**src/rtl/stack_op_sequencer_pkg.sv**
```systemverilog
// Shared opcodes, sequencer state encoding and decode helpers for the stack-op sequencer.
package stack_op_sequencer_pkg;

    localparam int unsigned OP_W = 3;

    localparam logic [OP_W-1:0] OP_NOP  = 3'b000;
    localparam logic [OP_W-1:0] OP_PUSH = 3'b001;
    localparam logic [OP_W-1:0] OP_POP  = 3'b010;
    localparam logic [OP_W-1:0] OP_DUP  = 3'b011;
    localparam logic [OP_W-1:0] OP_ADD  = 3'b100;
    localparam logic [OP_W-1:0] OP_SUB  = 3'b101;
    localparam logic [OP_W-1:0] OP_AND  = 3'b110;
    localparam logic [OP_W-1:0] OP_OR   = 3'b111;

    typedef enum logic [2:0] {
        S_IDLE      = 3'd0,
        S_POP_A     = 3'd1,
        S_POP_B     = 3'd2,
        S_PUSH_R    = 3'd3,
        S_PUSH_DUP1 = 3'd4,
        S_PUSH_DUP2 = 3'd5,
        S_FIN       = 3'd6
    } state_e;

    // Binary ALU ops all live in the upper half of the opcode space.
    function automatic logic is_alu_op(input logic [OP_W-1:0] op);
        return op[OP_W-1];
    endfunction

endpackage

```
**src/rtl/stack_op_sequencer_if.sv**
```systemverilog
// Instruction/result handshake plus LIFO stack port bundle between sequencer and its environment.
interface stack_op_sequencer_if
    import stack_op_sequencer_pkg::*;
#(
    parameter int unsigned WIDTH = 8,
    parameter int unsigned CW    = 4
);
    logic              instr_valid;
    logic              instr_ready;
    logic [OP_W-1:0]   opcode;
    logic [WIDTH-1:0]  imm;
    logic [WIDTH-1:0]  result;
    logic              result_valid;
    logic              done;
    logic              err;
    logic [CW-1:0]     count;
    logic              stk_push;
    logic              stk_pop;
    logic [WIDTH-1:0]  stk_data_in;
    logic [WIDTH-1:0]  stk_data_out;
    logic              stk_full;
    logic              stk_empty;

    modport master (
        input  instr_valid, opcode, imm, stk_data_out, stk_full, stk_empty,
        output instr_ready, result, result_valid, done, err, count,
               stk_push, stk_pop, stk_data_in
    );

    modport slave (
        output instr_valid, opcode, imm, stk_data_out, stk_full, stk_empty,
        input  instr_ready, result, result_valid, done, err, count,
               stk_push, stk_pop, stk_data_in
    );
endinterface

```
**src/rtl/stack_alu.sv**
```systemverilog
// Combinational binary ALU for stack-machine ops; computes b op a where a was the top of stack.
module stack_alu
    import stack_op_sequencer_pkg::*;
#(
    parameter int unsigned WIDTH = 8
) (
    input  logic [WIDTH-1:0] a,
    input  logic [WIDTH-1:0] b,
    input  logic [OP_W-1:0]  op,
    output logic [WIDTH-1:0] y
);

    // Arithmetic wraps modulo 2^WIDTH; no carry or borrow is reported.
    always_comb begin
        y = '0;
        case (op)
            OP_ADD:  y = b + a;
            OP_SUB:  y = b - a;
            OP_AND:  y = b & a;
            OP_OR:   y = b | a;
            default: y = '0;
        endcase
    end

endmodule

```
**src/rtl/stack_op_sequencer.sv**
```systemverilog
// Stack-machine instruction sequencer: drives the LIFO push/pop ports and tracks a shadow element count.
module stack_op_sequencer
    import stack_op_sequencer_pkg::*;
#(
    parameter int unsigned WIDTH = 8,
    parameter int unsigned DEPTH = 8,
    parameter int unsigned CW    = $clog2(DEPTH) + 1
) (
    input  logic                 clk,
    input  logic                 resetN,
    stack_op_sequencer_if.master bus
);

    state_e           state_q;
    logic [OP_W-1:0]  op_q;
    logic [WIDTH-1:0] a_q;
    logic [CW-1:0]    count_q;
    logic [WIDTH-1:0] result_q;
    logic             result_valid_q;
    logic             done_q;
    logic             err_q;
    logic             push_q;
    logic             pop_q;
    logic [WIDTH-1:0] data_in_q;
    logic             ready_q;

    logic [WIDTH-1:0] alu_y;
    logic             illegal_c;

    // B arrives straight from the stack read port during POP_B, so it needs no holding register.
    stack_alu #(.WIDTH(WIDTH)) u_alu (
        .a  (a_q),
        .b  (bus.stk_data_out),
        .op (op_q),
        .y  (alu_y)
    );

    // Legality uses both the shadow count and the live stack flags.
    always_comb begin
        illegal_c = 1'b0;
        case (bus.opcode)
            OP_NOP:  illegal_c = 1'b0;
            OP_PUSH: illegal_c = (count_q == CW'(DEPTH)) || bus.stk_full;
            OP_POP:  illegal_c = (count_q == '0) || bus.stk_empty;
            OP_DUP:  illegal_c = (count_q == '0) || (count_q == CW'(DEPTH));
            default: illegal_c = (count_q < CW'(2));
        endcase
    end

    always_ff @(posedge clk or negedge resetN) begin
        if (!resetN) begin
            state_q        <= S_IDLE;
            op_q           <= OP_NOP;
            a_q            <= '0;
            count_q        <= '0;
            result_q       <= '0;
            result_valid_q <= 1'b0;
            done_q         <= 1'b0;
            err_q          <= 1'b0;
            push_q         <= 1'b0;
            pop_q          <= 1'b0;
            data_in_q      <= '0;
            ready_q        <= 1'b1;
        end else begin
            result_valid_q <= 1'b0;
            done_q         <= 1'b0;
            err_q          <= 1'b0;
            push_q         <= 1'b0;
            pop_q          <= 1'b0;

            case (state_q)
                S_IDLE: begin
                    if (bus.instr_valid) begin
                        ready_q <= 1'b0;
                        op_q    <= bus.opcode;
                        if (bus.opcode == OP_NOP) begin
                            done_q  <= 1'b1;
                            state_q <= S_FIN;
                        end else if (illegal_c) begin
                            done_q  <= 1'b1;
                            err_q   <= 1'b1;
                            state_q <= S_FIN;
                        end else if (bus.opcode == OP_PUSH) begin
                            data_in_q <= bus.imm;
                            push_q    <= 1'b1;
                            state_q   <= S_PUSH_R;
                        end else begin
                            pop_q   <= 1'b1;
                            state_q <= S_POP_A;
                        end
                    end
                end

                S_POP_A: begin
                    a_q     <= bus.stk_data_out;
                    count_q <= count_q - CW'(1);
                    if (op_q == OP_POP) begin
                        result_q       <= bus.stk_data_out;
                        result_valid_q <= 1'b1;
                        done_q         <= 1'b1;
                        state_q        <= S_FIN;
                    end else if (op_q == OP_DUP) begin
                        data_in_q <= bus.stk_data_out;
                        push_q    <= 1'b1;
                        state_q   <= S_PUSH_DUP1;
                    end else begin
                        pop_q   <= 1'b1;
                        state_q <= S_POP_B;
                    end
                end

                S_POP_B: begin
                    count_q   <= count_q - CW'(1);
                    data_in_q <= alu_y;
                    push_q    <= 1'b1;
                    state_q   <= S_PUSH_R;
                end

                S_PUSH_R: begin
                    count_q <= count_q + CW'(1);
                    done_q  <= 1'b1;
                    if (is_alu_op(op_q)) begin
                        result_q       <= data_in_q;
                        result_valid_q <= 1'b1;
                    end
                    state_q <= S_FIN;
                end

                S_PUSH_DUP1: begin
                    count_q <= count_q + CW'(1);
                    push_q  <= 1'b1;
                    state_q <= S_PUSH_DUP2;
                end

                S_PUSH_DUP2: begin
                    count_q        <= count_q + CW'(1);
                    result_q       <= a_q;
                    result_valid_q <= 1'b1;
                    done_q         <= 1'b1;
                    state_q        <= S_FIN;
                end

                S_FIN: begin
                    ready_q <= 1'b1;
                    state_q <= S_IDLE;
                end

                default: begin
                    ready_q <= 1'b1;
                    state_q <= S_IDLE;
                end
            endcase
        end
    end

    assign bus.instr_ready  = ready_q;
    assign bus.result       = result_q;
    assign bus.result_valid = result_valid_q;
    assign bus.done         = done_q;
    assign bus.err          = err_q;
    assign bus.count        = count_q;
    assign bus.stk_push     = push_q;
    assign bus.stk_pop      = pop_q;
    assign bus.stk_data_in  = data_in_q;

endmodule
```
**src/flat_wrapper.sv**
```systemverilog
// flat-port wrapper written by rule: the top's interface ports become plain ports
module stack_op_sequencer_flat import stack_op_sequencer_pkg::*;
#(
    parameter int unsigned WIDTH = 8,
    parameter int unsigned DEPTH = 8,
    parameter int unsigned CW    = $clog2(DEPTH) + 1
)
  (clk, resetN, bus_instr_valid, bus_opcode, bus_imm, bus_stk_data_out, bus_stk_full, bus_stk_empty, bus_instr_ready, bus_result, bus_result_valid, bus_done, bus_err, bus_count, bus_stk_push, bus_stk_pop, bus_stk_data_in);
  stack_op_sequencer_if #(.WIDTH(WIDTH), .CW(CW)) bus_i ();
  input  logic clk;
  input  logic resetN;
  input wire logic [$bits(bus_i.instr_valid)-1:0] bus_instr_valid;
  input wire logic [$bits(bus_i.opcode)-1:0] bus_opcode;
  input wire logic [$bits(bus_i.imm)-1:0] bus_imm;
  input wire logic [$bits(bus_i.stk_data_out)-1:0] bus_stk_data_out;
  input wire logic [$bits(bus_i.stk_full)-1:0] bus_stk_full;
  input wire logic [$bits(bus_i.stk_empty)-1:0] bus_stk_empty;
  output wire logic [$bits(bus_i.instr_ready)-1:0] bus_instr_ready;
  output wire logic [$bits(bus_i.result)-1:0] bus_result;
  output wire logic [$bits(bus_i.result_valid)-1:0] bus_result_valid;
  output wire logic [$bits(bus_i.done)-1:0] bus_done;
  output wire logic [$bits(bus_i.err)-1:0] bus_err;
  output wire logic [$bits(bus_i.count)-1:0] bus_count;
  output wire logic [$bits(bus_i.stk_push)-1:0] bus_stk_push;
  output wire logic [$bits(bus_i.stk_pop)-1:0] bus_stk_pop;
  output wire logic [$bits(bus_i.stk_data_in)-1:0] bus_stk_data_in;
  assign bus_i.instr_valid = bus_instr_valid;
  assign bus_i.opcode = bus_opcode;
  assign bus_i.imm = bus_imm;
  assign bus_i.stk_data_out = bus_stk_data_out;
  assign bus_i.stk_full = bus_stk_full;
  assign bus_i.stk_empty = bus_stk_empty;
  assign bus_instr_ready = bus_i.instr_ready;
  assign bus_result = bus_i.result;
  assign bus_result_valid = bus_i.result_valid;
  assign bus_done = bus_i.done;
  assign bus_err = bus_i.err;
  assign bus_count = bus_i.count;
  assign bus_stk_push = bus_i.stk_push;
  assign bus_stk_pop = bus_i.stk_pop;
  assign bus_stk_data_in = bus_i.stk_data_in;
  stack_op_sequencer #(.WIDTH(WIDTH), .DEPTH(DEPTH), .CW(CW)) u_core (.clk(clk), .resetN(resetN), .bus(bus_i));
endmodule
```
**config.mk**
```make
export PLATFORM = sky130hd
export DESIGN_NAME = stack_op_sequencer_flat
export DESIGN_NICKNAME = d
export VERILOG_FILES = /design/src/rtl/stack_op_sequencer_pkg.sv /design/src/rtl/stack_op_sequencer_if.sv /design/src/rtl/stack_alu.sv /design/src/rtl/stack_op_sequencer.sv /design/src/flat_wrapper.sv
export SDC_FILE = /design/constraint.sdc
export NUM_CORES = 1
export LEC_CHECK = 0
export ABC_AREA = 1
export BUFFER_PORTS_ARGS = -buffer_cell sky130_fd_sc_hd__buf_4
export CAP_MARGIN = 20
export CORE_ASPECT_RATIO = 0.6
export CORE_MARGIN = 3
export CORE_UTILIZATION = 40
export CTS_BUF_LIST = sky130_fd_sc_hd__clkbuf_4 sky130_fd_sc_hd__clkbuf_8
export DETAILED_ROUTE_END_ITERATION = 16
export PLACE_DENSITY = 0.64
export SLEW_MARGIN = 5
export SYNTH_ARGS = -nofsm -noshare
export SYNTH_HDL_FRONTEND = slang
export SYNTH_HIERARCHICAL = 1
export SYNTH_SLANG_ARGS = --single-unit
```
**constraint.sdc**
```tcl
create_clock -name clk -period 2.9 [get_ports clk]
set_input_delay 0.145 -clock clk [delete_from_list [all_inputs] [get_ports clk]]
set_output_delay 0.145 -clock clk [all_outputs]
set_load 0.1 [all_outputs]
```
=== After elaboration in Yosys (flattened, before gate mapping) ===
Index checks and enable logic that the tools add are counted.

* Bits in registers: 40
* Input bits: 24
* Output and inout bits: 26
* Logic and storage cells: 107

* $add $sub $neg: 4
* Order comparisons: 1
* Equality and inequality tests: 23
* Multiplexer cells: 46
* Bitwise logic cells: 3
* Reduce and logical (&&, ||, !) cells: 18

{| class="wikitable"
|+ Operators by type and width
! cell !! number
|-
| two-way mux 8 bit || 8
|-
| case mux 8 bit (3 select lines) || 2
|-
| case mux 8 bit (4 select lines) || 1
|-
| two-way mux 1 bit || 21
|-
| equality test 3 x 2 -> 1 bit (second input constant) || 6
|-
| equality test 3 bit (second input constant) || 6
|-
| two-way mux 3 bit || 5
|-
| case mux 3 bit (5 select lines) || 1
|-
| case mux 1 bit (3 select lines) || 3
|-
| adder 8 bit || 1
|-
| AND 8 bit || 1
|-
| != test 2 x 1 -> 1 bit (second input constant) || 4
|-
| != test 2 bit (second input constant) || 4
|-
| OR 8 bit || 1
|-
| case mux 4 bit (2 select lines) || 1
|-
| subtractor 8 bit || 1
|-
| AND reduction 7 bit || 1
|-
| equality test 3 x 1 -> 1 bit (second input constant) || 2
|-
| logical NOT 3 bit || 2
|-
| nonzero test 3 bit || 2
|-
| OR reduction 2 bit || 3
|-
| OR reduction 5 bit || 1
|-
| adder 4 x 1 -> 4 bit (second input constant) || 1
|-
| equality test 4 bit (second input constant) || 1
|-
| 12 further kinds || 16
|}

=== Longest topological paths before layout ===
* Depth after elaboration: 7
* Mapped depth: 22
* Gate-level depth less buffers: 22

=== Modules after synthesis ===
The synthesis kept the hierarchy.

{| class="wikitable"
|+ By module, submodules not included
! module !! instances !! cells an instance !! area each (um^2) !! sequential area each (um^2)
|-
| stack_op_sequencer || 1 || 256 || 2,112.0 || 1,002.2
|-
| stack_alu || 1 || 140 || 768.2 || 0.0
|}

=== Worst setup path before layout ===
OpenSTA, ideal clock, no wires.

* Path type: register -> register
* Start: reg u_core.a_q[0]
* End: reg u_core.data_in_q[7], in the netlist u_core/bus.stk_data_in[7]
* Setup time: 122 ps
* Arrival time: 2,308 ps
* Required time: 2,778 ps
* Setup slack: 470 ps
* Stages on the path, launching flop included: 22
* Buffers on the path: 0
* Clock period less this slack: 2,430 ps
* Cells stage by stage: dfrtp_1 > inv_1 > ha_1 > inv_1 > nor3_1 > nand3_1 > nand2_1 > xor2_1 > inv_1 > ha_1 > nand2_1 > inv_1 > nand2_1 > nand2_1 > a21oi_1 > nand3_1 > nand3_1 > nand2_1 > nand3_1 > nand3_1 > nand3_1 > nand2_1

* Word-level cells in the longest chain between the ends: 3
* Elaborated cells on any way between the ends: 4
* Classes of those cells: add/sub: 2; mux: 2

{| class="wikitable"
|+ RTL lines
! what !! RTL line !! source
|-
| from (decl) || stack_op_sequencer.sv:16 || <nowiki>logic [WIDTH-1:0] a_q;</nowiki>
|-
| from (signal assigned) || stack_op_sequencer.sv:95 || <nowiki>a_q <= bus.stk_data_out;</nowiki>
|-
| subtractor 8 bit / adder 8 bit (equally long branches) || stack_alu.sv:18, stack_alu.sv:17 ||
|-
| case mux 8 bit (4 select lines) * || stack_alu.sv:16 || <nowiki>case (op)</nowiki>
|-
| net u_core.alu_y[7] || stack_op_sequencer.sv:27 || <nowiki>logic [WIDTH-1:0] alu_y;</nowiki>
|-
| case mux 8 bit (3 select lines) * || stack_op_sequencer.sv:71 || <nowiki>case (state_q)</nowiki>
|-
| to (signal assigned) || stack_op_sequencer.sv:84 || <nowiki>data_in_q <= bus.imm;</nowiki>
|-
| to (signal assigned) || stack_op_sequencer.sv:103 || <nowiki>data_in_q <= bus.stk_data_out;</nowiki>
|-
| to (signal assigned) || stack_op_sequencer.sv:114 || <nowiki>data_in_q <= alu_y;</nowiki>
|-
| to (decl) || stack_op_sequencer.sv:24 || <nowiki>logic [WIDTH-1:0] data_in_q;</nowiki>
|}

The timed path passes the listed nets; every way through them passes the cells marked *.
A chain may end at the register's enable or synchronous reset.

=== Worst setup path after layout ===
Ends and elaborated chain as after synthesis.

==> results.sh <==
export IMPL_outcome="completed"
export IMPL_htree_num_levels=2
export IMPL_arrival_ns=2.81
export IMPL_drv_cap=0
export IMPL_coreArea_um2=6820
export IMPL_path_cells="inv_2 -> ha_1 -> inv_1 -> nor3_4 -> nand3_1 -> nand2_1 -> xor2_1 -> inv_1 -> ha_4 -> nand2_1 -> inv_1 -> nand2_1 -> nand2_1 -> a21oi_2 -> inv_1 -> nand2_1 -> nand3_1 -> nand2_1 -> nand3_1 -> nand3_1 -> nand3_1 -> nand2_1"
export IMPL_synthDistinctLibCells=43
export IMPL_dpl_hpwl_um=6410
export IMPL_syn_avg_cell_area_um2=7.27
export IMPL_finalMaxSlewViolations=0
export IMPL_cp_slowest_stage_delay_ns=0.45
export IMPL_crit_required_ns=3.14
export IMPL_r2r_cells=22
export IMPL_critPathTopFamily="simple AND/OR/NAND/NOR gates"
export IMPL_hp_start="bus_opcode[0]"
export IMPL_crit_top_cell="nand2_1"
export IMPL_clkLatencyLatePin_ns=0.30
export IMPL_seq_area_frac_synth=0.348
export IMPL_final_util=0.524
export IMPL_setup_tns_final_ns=0
export IMPL_whs_path_depth=3
export IMPL_worstSetupPathType="reg2reg"
export IMPL_synthCells=396
export IMPL_synth_nets=434
export IMPL_use_met1=0.308
export IMPL_min_to="u_core/op_q[0]"
export IMPL_gp_routability_congestion=0.879
export IMPL_grt_max_degree=41
export IMPL_start_util=0.422
export IMPL_ant_nets=0
export IMPL_fmax_mhz=389
export IMPL_rsz0062_at_grt="no"
export IMPL_dp_worst_setup_slack_ns=0.180
export IMPL_cts_tree="built"
export IMPL_syn2layout_area_growth_pct=24.2
export IMPL_numCtsBuffers=5
export IMPL_worstReg2RegEnd="u_core/bus.stk_data_in[7]"
export IMPL_grt_pass1_wl_um=13500
export IMPL_mostFrequentLayoutCells="nand2_1 (76), inv_1 (59), nand3_1 (58)"
export IMPL_ff2ff_setup_slack_ns=0.33
export IMPL_drc_errors=0
export IMPL_overflow=0
export IMPL_synth_seq_cells=40
export IMPL_layout_worst_path_cycle_share=0.886
export IMPL_cp_slowest_cell="dfrtp_2"
export IMPL_grt_use_met2=0.290
export IMPL_die_y_um=71.7
export IMPL_gr_usage_met3=0.0692
export IMPL_hold_viol_final=0
export IMPL_diodes=0
export IMPL_clockBufferDepth=2
export IMPL_routed_wl_um=8170
export IMPL_placed_area_um2=3340
export IMPL_grt_use_total=0.205
export IMPL_first_pass_iters=5
export IMPL_num_rows=23
export IMPL_hp_class="in2reg"
export IMPL_path_buf_inv=5
export IMPL_clock_sinks=40
export IMPL_die_x_um=116
export IMPL_final_common_cell="nand2_1"
export IMPL_wl_per_cell_um=15.1
export IMPL_layout_drive_gt1_share=0.212
export IMPL_fin_crit_ns=2.57
export IMPL_yosys_warnings=6
export IMPL_tightest_slew_ns=0.564
export IMPL_netlist_top_cells_area="dfrtp_1 (34%), nand3_1 (10%), nand2_1 (9.9%)"
export IMPL_critPathLaunchType="flip-flop"
export IMPL_dieArea_um2=8290
export IMPL_setup_viol=0
export IMPL_reg2reg_from="u_core/a_q[0]"
export IMPL_vias_per_cell=5.40
export IMPL_clock_root_buffer="clkbuf_8"
export IMPL_vias=2918
export IMPL_clock_skew_ns=0.0121
export IMPL_critPathMaxFanout=5
export IMPL_top_usage_layer="met1"
export IMPL_slew_headroom=0.624
export IMPL_antenna_found_initial=0
export IMPL_worst_setup_path_end_kind="flip-flop"
export IMPL_final_cell_area_um2=3580
export IMPL_synth_area_leader_cell="dfrtp_1"
export IMPL_fin_ws_ns=0.331
export IMPL_fin_nets=490
export IMPL_syn_area_um2=2880
export IMPL_io_pins=50
export IMPL_clk_pin_slew_ns=0.08
export IMPL_drt_iter0_drc=206
export IMPL_port_buffer_count=49
export IMPL_synth_top_cell_area_share=0.339
export IMPL_first_global_vias=2788
cell type report:
type                            count  area [µm²]
Inverter                           65         244
Fill cell                         652        3240
Tap cell                           87         109
Multi-Input combinational cell    286        1650
Sequential cell                    40        1000
Clock buffer                        5        68.8
Timing Repair Buffer               54         408
Clock inverter                      3        90.1
kinds of logic (layout without fill, tap and decap cells):
logic type	Yosys count	in the layout	synth area share
AND/OR/NAND/NOR	198	198	0.319
buffers and inverters	70	127	0.0947
AO/OA/AOI/OAI	64	64	0.141
flip-flops	40	40	0.348
adder cells (fa/ha/maj)	14	14	0.0660
XOR/XNOR	9	9	0.0274
multiplexers	1	1	0.00391
stage by stage:
stage,std cells,hold slack [ns]
after floorplan,396,-0.151
after global placement,529,0.155
after detailed placement,529,0.160
after CTS,538,0.0804
after global routing,540,0.0961
final,540,0.0937
registers in the layout, summed over array words and instances (netlist names):
signal and count:
u_core/bus.result 8, u_core/bus.stk_data_in 8, u_core/op_q 3, u_core/bus.done 1, u_core/bus.stk_push 1, u_core/bus.err 1
u_core/bus.instr_ready 1, u_core/bus.stk_pop 1, u_core/state_q 3, u_core/bus.count 4, u_core/bus.result_valid 1, u_core/a_q 8
metal layers:
layer  share of wire  up-vias
met5               0        -
met4          0.0098        0
met3            0.10       12
met2            0.39      117
met1            0.50     1372
li1                -     1417
worst reg2reg max path, cell delays in order, from the launching register on:
cell     delay [ns]
dfrtp_2        0.45
inv_2          0.09
ha_1           0.15
inv_1          0.07
nor3_4         0.13
nand3_1        0.09
nand2_1        0.08
xor2_1         0.15
inv_1          0.09
ha_4           0.23
nand2_1        0.09
inv_1          0.04
nand2_1        0.06
nand2_1        0.06
a21oi_2        0.12
inv_1          0.05
nand2_1        0.06
nand3_1        0.06
nand2_1        0.08
nand3_1        0.08
nand3_1        0.11
nand3_1        0.08
nand2_1        0.09
worst max-delay path by stage:
stage,from,to,slack [ns],cells past startpoint
3_3_place_gp,u_core/a_q[0],u_core/bus.stk_data_in[7],0.24,22
2_1_floorplan,u_core/a_q[0],u_core/bus.stk_data_in[7],0.47,21
3_5_place_dp,u_core/a_q[0],u_core/bus.stk_data_in[7],0.18,22
5_1_grt,u_core/a_q[1],u_core/bus.stk_data_in[7],0.003,22
4_1_cts,u_core/a_q[0],u_core/bus.stk_data_in[7],0.12,22
6_report,u_core/a_q[0],u_core/bus.stk_data_in[7],0.33,22
cells in the mapped netlist (all sizes together):
master and count:
a211oi 1, a21o 1, a21oi 22, a221oi 8
a22oi 1, a31oi 3, buf 3, clkbuf 2
clkinv 1, dfrtp 39, dfstp 1, fa 2
ha 12, inv 64, mux2 1, nand2 83
nand3 60, nand3b 1, nand4 3, nor2 43
nor3 6, nor3b 1, o2111a 1, o211ai 3
o21ai 23, o21bai 1, or2 1, xnor2 1
xor2 8
timing repair:
action                                  in CTS  in global routing
gates resized for setup                      0                 10
hold buffers                                 1                  0
endpoints found under the hold margin       39                  0
buffers inserted                             0                  2
endpoints found under the setup margin       0                  3
Power is not shown: default switching activity piles up to over one toggle a cycle in this logic, so the estimate is an artifact.
